File: src/rtl/mips_multicycle_controller.sv
// Multicycle MIPS main control FSM.
// Moore outputs per state; pc_en also folds in the beq zero flag.
module mips_multicycle_controller (
  input  logic       clk,
  input  logic       rst,
  input  logic [5:0] opcode,
  input  logic [5:0] funct,
  input  logic       zero_flag,
  output logic       pc_en,
  output logic       iord,
  output logic       mem_write,
  output logic       ir_write,
  output logic       mem_to_reg,
  output logic       reg_dst,
  output logic       reg_write,
  output logic       alu_src_a,
  output logic [1:0] alu_src_b,
  output logic [1:0] pc_src,
  output logic [2:0] alu_control,
  output logic       illegal_instr,
  output logic [3:0] state
);

  typedef enum logic [3:0] {
    S_FETCH   = 4'd0,
    S_DECODE  = 4'd1,
    S_MEMADR  = 4'd2,
    S_MEMRD   = 4'd3,
    S_MEMWB   = 4'd4,
    S_MEMWR   = 4'd5,
    S_EXECUTE = 4'd6,
    S_ALUWB   = 4'd7,
    S_BRANCH  = 4'd8,
    S_ADDIEX  = 4'd9,
    S_ADDIWB  = 4'd10,
    S_JUMP    = 4'd11
  } state_t;

  localparam logic [5:0] OP_LW   = 6'b100011;
  localparam logic [5:0] OP_SW   = 6'b101011;
  localparam logic [5:0] OP_R    = 6'b000000;
  localparam logic [5:0] OP_BEQ  = 6'b000100;
  localparam logic [5:0] OP_ADDI = 6'b001000;
  localparam logic [5:0] OP_J    = 6'b000010;

  state_t cur, nxt;

  logic       is_lw, is_sw, is_r, is_beq, is_addi, is_j;
  logic       funct_ok;
  logic [2:0] funct_alu;
  logic       pc_write, branch;
  logic       mw_s, iw_s, rw_s;

  assign is_lw   = (opcode == OP_LW);
  assign is_sw   = (opcode == OP_SW);
  assign is_r    = (opcode == OP_R) && funct_ok;
  assign is_beq  = (opcode == OP_BEQ);
  assign is_addi = (opcode == OP_ADDI);
  assign is_j    = (opcode == OP_J);

  always_comb begin
    funct_ok  = 1'b1;
    funct_alu = 3'b010;
    unique case (funct)
      6'b100000: funct_alu = 3'b010;
      6'b100010: funct_alu = 3'b110;
      6'b100100: funct_alu = 3'b000;
      6'b100101: funct_alu = 3'b001;
      6'b101010: funct_alu = 3'b111;
      default:   funct_ok  = 1'b0;
    endcase
  end

  always_ff @(posedge clk) begin
    if (rst) cur <= S_FETCH;
    else     cur <= nxt;
  end

  always_comb begin
    nxt = S_FETCH;
    unique case (cur)
      S_FETCH:  nxt = S_DECODE;
      S_DECODE: begin
        unique case (1'b1)
          is_lw, is_sw: nxt = S_MEMADR;
          is_r:         nxt = S_EXECUTE;
          is_beq:       nxt = S_BRANCH;
          is_addi:      nxt = S_ADDIEX;
          is_j:         nxt = S_JUMP;
          default:      nxt = S_FETCH;
        endcase
      end
      S_MEMADR: nxt = is_sw ? S_MEMWR : S_MEMRD;
      S_MEMRD:   nxt = S_MEMWB;
      S_EXECUTE: nxt = S_ALUWB;
      S_ADDIEX:  nxt = S_ADDIWB;
      default:   nxt = S_FETCH;
    endcase
  end

  always_comb begin
    iord          = 1'b0;
    mw_s          = 1'b0;
    iw_s          = 1'b0;
    mem_to_reg    = 1'b0;
    reg_dst       = 1'b0;
    rw_s          = 1'b0;
    alu_src_a     = 1'b0;
    alu_src_b     = 2'b00;
    pc_src        = 2'b00;
    alu_control   = 3'b010;
    illegal_instr = 1'b0;
    pc_write      = 1'b0;
    branch        = 1'b0;
    unique case (cur)
      S_FETCH: begin
        alu_src_b = 2'b01;
        iw_s      = 1'b1;
        pc_write  = 1'b1;
      end
      S_DECODE: begin
        alu_src_b     = 2'b11;
        illegal_instr = ~(is_lw | is_sw | is_r |
                          is_beq | is_addi | is_j);
      end
      S_MEMADR: begin
        alu_src_a = 1'b1;
        alu_src_b = 2'b10;
      end
      S_MEMRD: iord = 1'b1;
      S_MEMWB: begin
        mem_to_reg = 1'b1;
        rw_s       = 1'b1;
      end
      S_MEMWR: begin
        iord = 1'b1;
        mw_s = 1'b1;
      end
      S_EXECUTE: begin
        alu_src_a   = 1'b1;
        alu_control = funct_alu;
      end
      S_ALUWB: begin
        reg_dst = 1'b1;
        rw_s    = 1'b1;
      end
      S_BRANCH: begin
        alu_src_a   = 1'b1;
        alu_control = 3'b110;
        pc_src      = 2'b01;
        branch      = 1'b1;
      end
      S_ADDIEX: begin
        alu_src_a = 1'b1;
        alu_src_b = 2'b10;
      end
      S_ADDIWB: rw_s = 1'b1;
      S_JUMP: begin
        pc_src   = 2'b10;
        pc_write = 1'b1;
      end
      // Unused encodings drive everything low, ALU select included.
      default: alu_control = 3'b000;
    endcase
  end

  assign pc_en     = ~rst & (pc_write | (branch & zero_flag));
  assign mem_write = ~rst & mw_s;
  assign ir_write  = ~rst & iw_s;
  assign reg_write = ~rst & rw_s;
  assign state     = cur;

endmodule

File: config.mk
export PLATFORM = sky130hd
export DESIGN_NAME = mips_multicycle_controller
export DESIGN_NICKNAME = d
export VERILOG_FILES = /design/src/rtl/mips_multicycle_controller.sv
export SDC_FILE = /design/constraint.sdc
export NUM_CORES = 1
export LEC_CHECK = 0
export CORE_MARGIN = 1.5
export CORE_UTILIZATION = 35
export CTS_BUF_LIST = sky130_fd_sc_hd__clkbuf_8 sky130_fd_sc_hd__clkbuf_16
export DETAILED_ROUTE_END_ITERATION = 7
export GPL_TIMING_DRIVEN = 0
export PLACE_DENSITY_LB_ADDON = 0.25
export SLEW_MARGIN = 5
export SYNTH_ARGS = -nofsm -noshare
export SYNTH_HDL_FRONTEND = slang
export SYNTH_SLANG_ARGS = --single-unit
File: constraint.sdc
create_clock -name clk -period 2.2 [get_ports clk]
set_clock_uncertainty 0.15 [all_clocks]
set_input_delay 0.33 -clock clk [delete_from_list [all_inputs] [get_ports clk]]
set_output_delay 0.33 -clock clk [all_outputs]
set_load 0.01 [all_outputs]
Word level (Yosys, flattened, before mapping)
Cells that the tools add are included.
- logic and storage cells: 64
- latch bits: 0
- memory bits (read-only): 0
- register bits: 4
- memory bits (writable): 0
- memories: 0
- div/mod/pow operators: 0
- bitwise gates (word level): 13
- multipliers: 0
- shift-type cells: 0
- $lt $le $gt $ge: 0
- reduce and logical (&&, ||, !) cells: 11
- equality and inequality tests: 21
- $add $sub $neg: 0
- multiplexer cells: 18
- operators with widths (kind ; number):
    $eq A6 B6 Y1 const B ; 7
    $pmux W4 S6 ; 1
    $pmux W4 S5 ; 1
    $eq A4 B3 Y1 const B ; 4
    $eq A4 B4 Y1 const B ; 4
    $pmux W3 S4 ; 1
    $mux W1 ; 11
    $reduce_or A10 Y1 ; 1
    $pmux W3 S3 ; 1
    $eq A4 B2 Y1 const B ; 2
    $reduce_or A2 Y1 ; 4
    $eq A6 B2 Y1 const B ; 1
    $eq A6 B3 Y1 const B ; 1
    $eq A6 B4 Y1 const B ; 1
    $logic_not A6 Y1 ; 1
    $or A1 B1 Y1 ; 6
    $pmux W2 S3 ; 1
    $and A1 B1 Y1 ; 5
    $reduce_or A5 Y1 ; 1
    $eq A4 B1 Y1 const B ; 1
    $logic_not A4 Y1 ; 1
    $pmux W2 S2 ; 1
    $reduce_or A4 Y1 ; 1
    $mux W3 ; 1
    3 further kinds ; 4

Longest topological paths before layout
- depth after elaboration: 10
- depth in mapped cells: 5

Worst setup path after synthesis
No wires, ideal clock.
- path type: input to output
- from: input opcode[2]
- to: output illegal_instr
- arrival time: 1356 ps
- slack: 364 ps
- buffers on the path: 0
- stages on the path: 3
- cells stage by stage: or4_4 a2111oi_4 nor3b_1
- cells in the longest elaborated chain, start to end: 8
- elaborated cells on any way between the ends: 14
- RTL lines (element ; line ; source):
    start, declared ; 6 ; input logic [5:0] opcode,
    $eq A6 B6 Y1 (tied with other cells) ; 54 ; assign is_lw = (opcode == OP_LW);
    $or A1 B1 Y1 / $logic_and A1 B1 Y1 (equally long branches) ; 123, 56 ;
    $or A1 B1 Y1 (2 in series) ; 123 ; illegal_instr = ~(is_lw | is_sw | is_r |
    $or A1 B1 Y1 ; 124 ; is_beq | is_addi | is_j);
    $or A1 B1 Y1 * ; 124 ;
    $not A1 Y1 * ; 123 ;
    $mux W1 * ; 115 ; unique case (cur)
    end, declared ; 20 ; output logic illegal_instr,
Mark *: on every way between the ends. The rest lies on a longest branch, timed or not.

Worst setup path in the final report
- from: input opcode[3]
- to: output illegal_instr
Same word-level chain as after synthesis.

==> qor.txt <==
status = finished clean
I/O Pins = 35
Synth Register Bits = 4
area of the core = 0.001489 mm2
WS Path Type = in -> out
clk root buf = clkbuf_8
post-synthesis sequential area ratio = 14.68%
overall global routing resource usage = 18.92%
CTS buffer count = 3
gpl congestion = 0.8450
Commonest cells post-synth = nor2_1 (11), nor3_1 (7), o21ai_0 (6)
NumNets Final = 135
Die Height = 42.48 um
Post-Layout Inst Area = 0.001017 mm2
first-pass GRT wire length = 2.684 mm
final total power = 0.0003326 W
Pleak = 0.4901 nW
Synth Warn # = 0
Slew HR = 71.86%
asr flop ratio synth = 0%
drt pass-1 iters = 4
CTS Buffer Depth = 2
Setup violations, final = 0
share of cells above drive strength 1 = 19.49%
Post-synth EDFFs = 0
Syn Std Cell Area = 545.5 um2
Final min period = 2126 ps
Multi-input gate area = 460.4 um2
Initial Utilization = 36.64%
Worst Path Max Fanout = 5
VDD IR max = 0.4555 mV
Area contributors post-synth = dfxtp_1 (15%), nor2_1 (7.6%), nor3_1 (6.4%), nand2b_1 (5.7%), o21ai_0 (5.5%)
max-cap violations = 0
Register Area = 83.83 um2
remaining global-route overflow = 0
overall via count from detail_route = 723
period utilisation layout = 96.62%
Largest register FFs = 4
RSZ-0062 raised after global routing = false
Main synth FF type = dfxtp_1
ant diodes = 0
htree depth = 1
fmax = 470.5 MHz
Critical Path, Cell by Cell = dlygate4sd2_1 -> or4b_4 -> a2111oi_4 -> nor3b_2 -> buf_2
worst skew pair latency = 210 ps
DPL Wire Length = 1.200 mm
synthesized netlist cell count = 80
TritonCTS clock tree = yes
drt wl/cell = 11.91 um
Worst Path Required = 1720 ps
Crit. End Element = primary output
DIE AREA = 0.001805 mm2
syn nets = 95
CP bufs+invs = 2
Worst Hold Class = in -> reg
synth unique cells = 34
Worst EP arrival = 1650 ps
measured slew at the worst slew-check pin = 411.4 ps
die width = 42.48 um
WL final = 1.596 mm
Vias per Instance = 5.396
1st-iter DRT viols = 15
top-count cell post-synth = nor2_1
final core occ = 68.32%
port bufs = 34
Yosys top cell by area = dfxtp_1
Worst setup SP type = input port
Slew Limit Fails = 0
CTS clock-pin slew for the worst setup and hold paths = 30 ps
DRC Markers = 0
PwrDens = 326.9 mW/mm2
Antenna Nets Post-Route = 0
largest net degree at the start of global routing = 12
vias in the first global route = 634
area delta synth->final = 86.47%
slowest stage delay, CP = 560 ps
delay-heaviest family, CP = simple AND/OR/NAND/NOR gates
highest-delay cell along the critical path = or4b_4
Placed Area = 905.9 um2
syn avg cell area = 6.819 um2
initial antenna violation count = 0
number of fill cells in the layout = 134
Final Hold Vio Count = 0
Synth top area share = 14.68%
CTS Sinks = 4
FP Rows = 14
repair_timing:
action,CTS,global route
pin swaps,1,3
setup endpoints to repair,15,9
buffers inserted,1,1
hold buffers,0,0
gates resized for setup,23,17
power breakdown:
part	internal, W	switching, W	leakage [nW]
logic	0.0000558	0.0000469	0.434
clock network	0.000116	0.0000343	0.0216
registers	0.0000755	0.00000366	0.0341
total	0.000248	0.0000849	0.490
path summary, 6_finish.rpt:
| path | slack (ps) | depth (start not counted) | end | from |
|---|---|---|---|---|
| worst max register to register | 550 | 4 | state[0] | state[1] |
| worst min register to register | 440 | 2 | state[0] | state[1] |
| worst min-delay path | 420 | 2 | state[1] | rst |
| worst max-delay path | 70 | 5 | illegal_instr | opcode[3] |
final cells by class:
| class | instances | area share [%] |
|---|---|---|
| timing repair buffer | 36 | 36.16 |
| multi-input combinational | 68 | 45.26 |
| buffer | 3 | 2.829 |
| inverter | 4 | 1.476 |
| sequential | 4 | 8.241 |
| clock buffer | 3 | 4.059 |
| tap | 16 | 1.968 |
placed cells by master, fill, tap and decap left out, types with 3 or more instances in the layout:
cell type,netlist,routed
clkdlybuf4s50_1,0,16
nor2_1,11,11
dlymetal6s2s_1,0,10
nor3_1,7,6
o21ai_0,6,6
dlygate4sd2_1,0,6
a21oi_1,5,5
clkbuf_8,0,4
nand2_1,4,4
inv_1,4,4
buf_4,0,3
nand3_1,3,3
nand2b_1,5,3
dfxtp_2,0,3
per-layer routing:
| layer | share of wire, % | track usage (%) | up-vias |
|---|---|---|---|
| met5 | 0 | 0 | - |
| met4 | 0 | 1.875 | 0 |
| met3 | 6.0 | 6.466 | 0 |
| met2 | 50 | 32.62 | 30 |
| met1 | 44 | 23.44 | 318 |
| li1 | - | - | 375 |
cell families (layout without fill, tap and decap cells):
kind of cell	Yosys count	after routing	share of synthesized area, %
buffers and inverters	8	46	5.503
flip-flops	4	4	14.68
multiplexers	2	2	3.899
XOR/XNOR	2	2	3.212
AND/OR/NAND/NOR	41	41	41.75
AO/OA/AOI/OAI	23	23	30.96
stage by stage:
step / hold slack [ps] / worst slack (ps) / instances / TNS, ps
CTS: 423.6 / -242.5 / 133 / -416.0
detailed placement: 476.5 / -610.5 / 130 / -1246
finish: 423.2 / 74.45 / 134 / 0
floorplan: 242.4 / 363.7 / 80 / 0
global route: 438.0 / 14.02 / 134 / 0
global placement: 494.0 / -605.9 / 130 / -1184
Power figures use the tool's default switching activity.
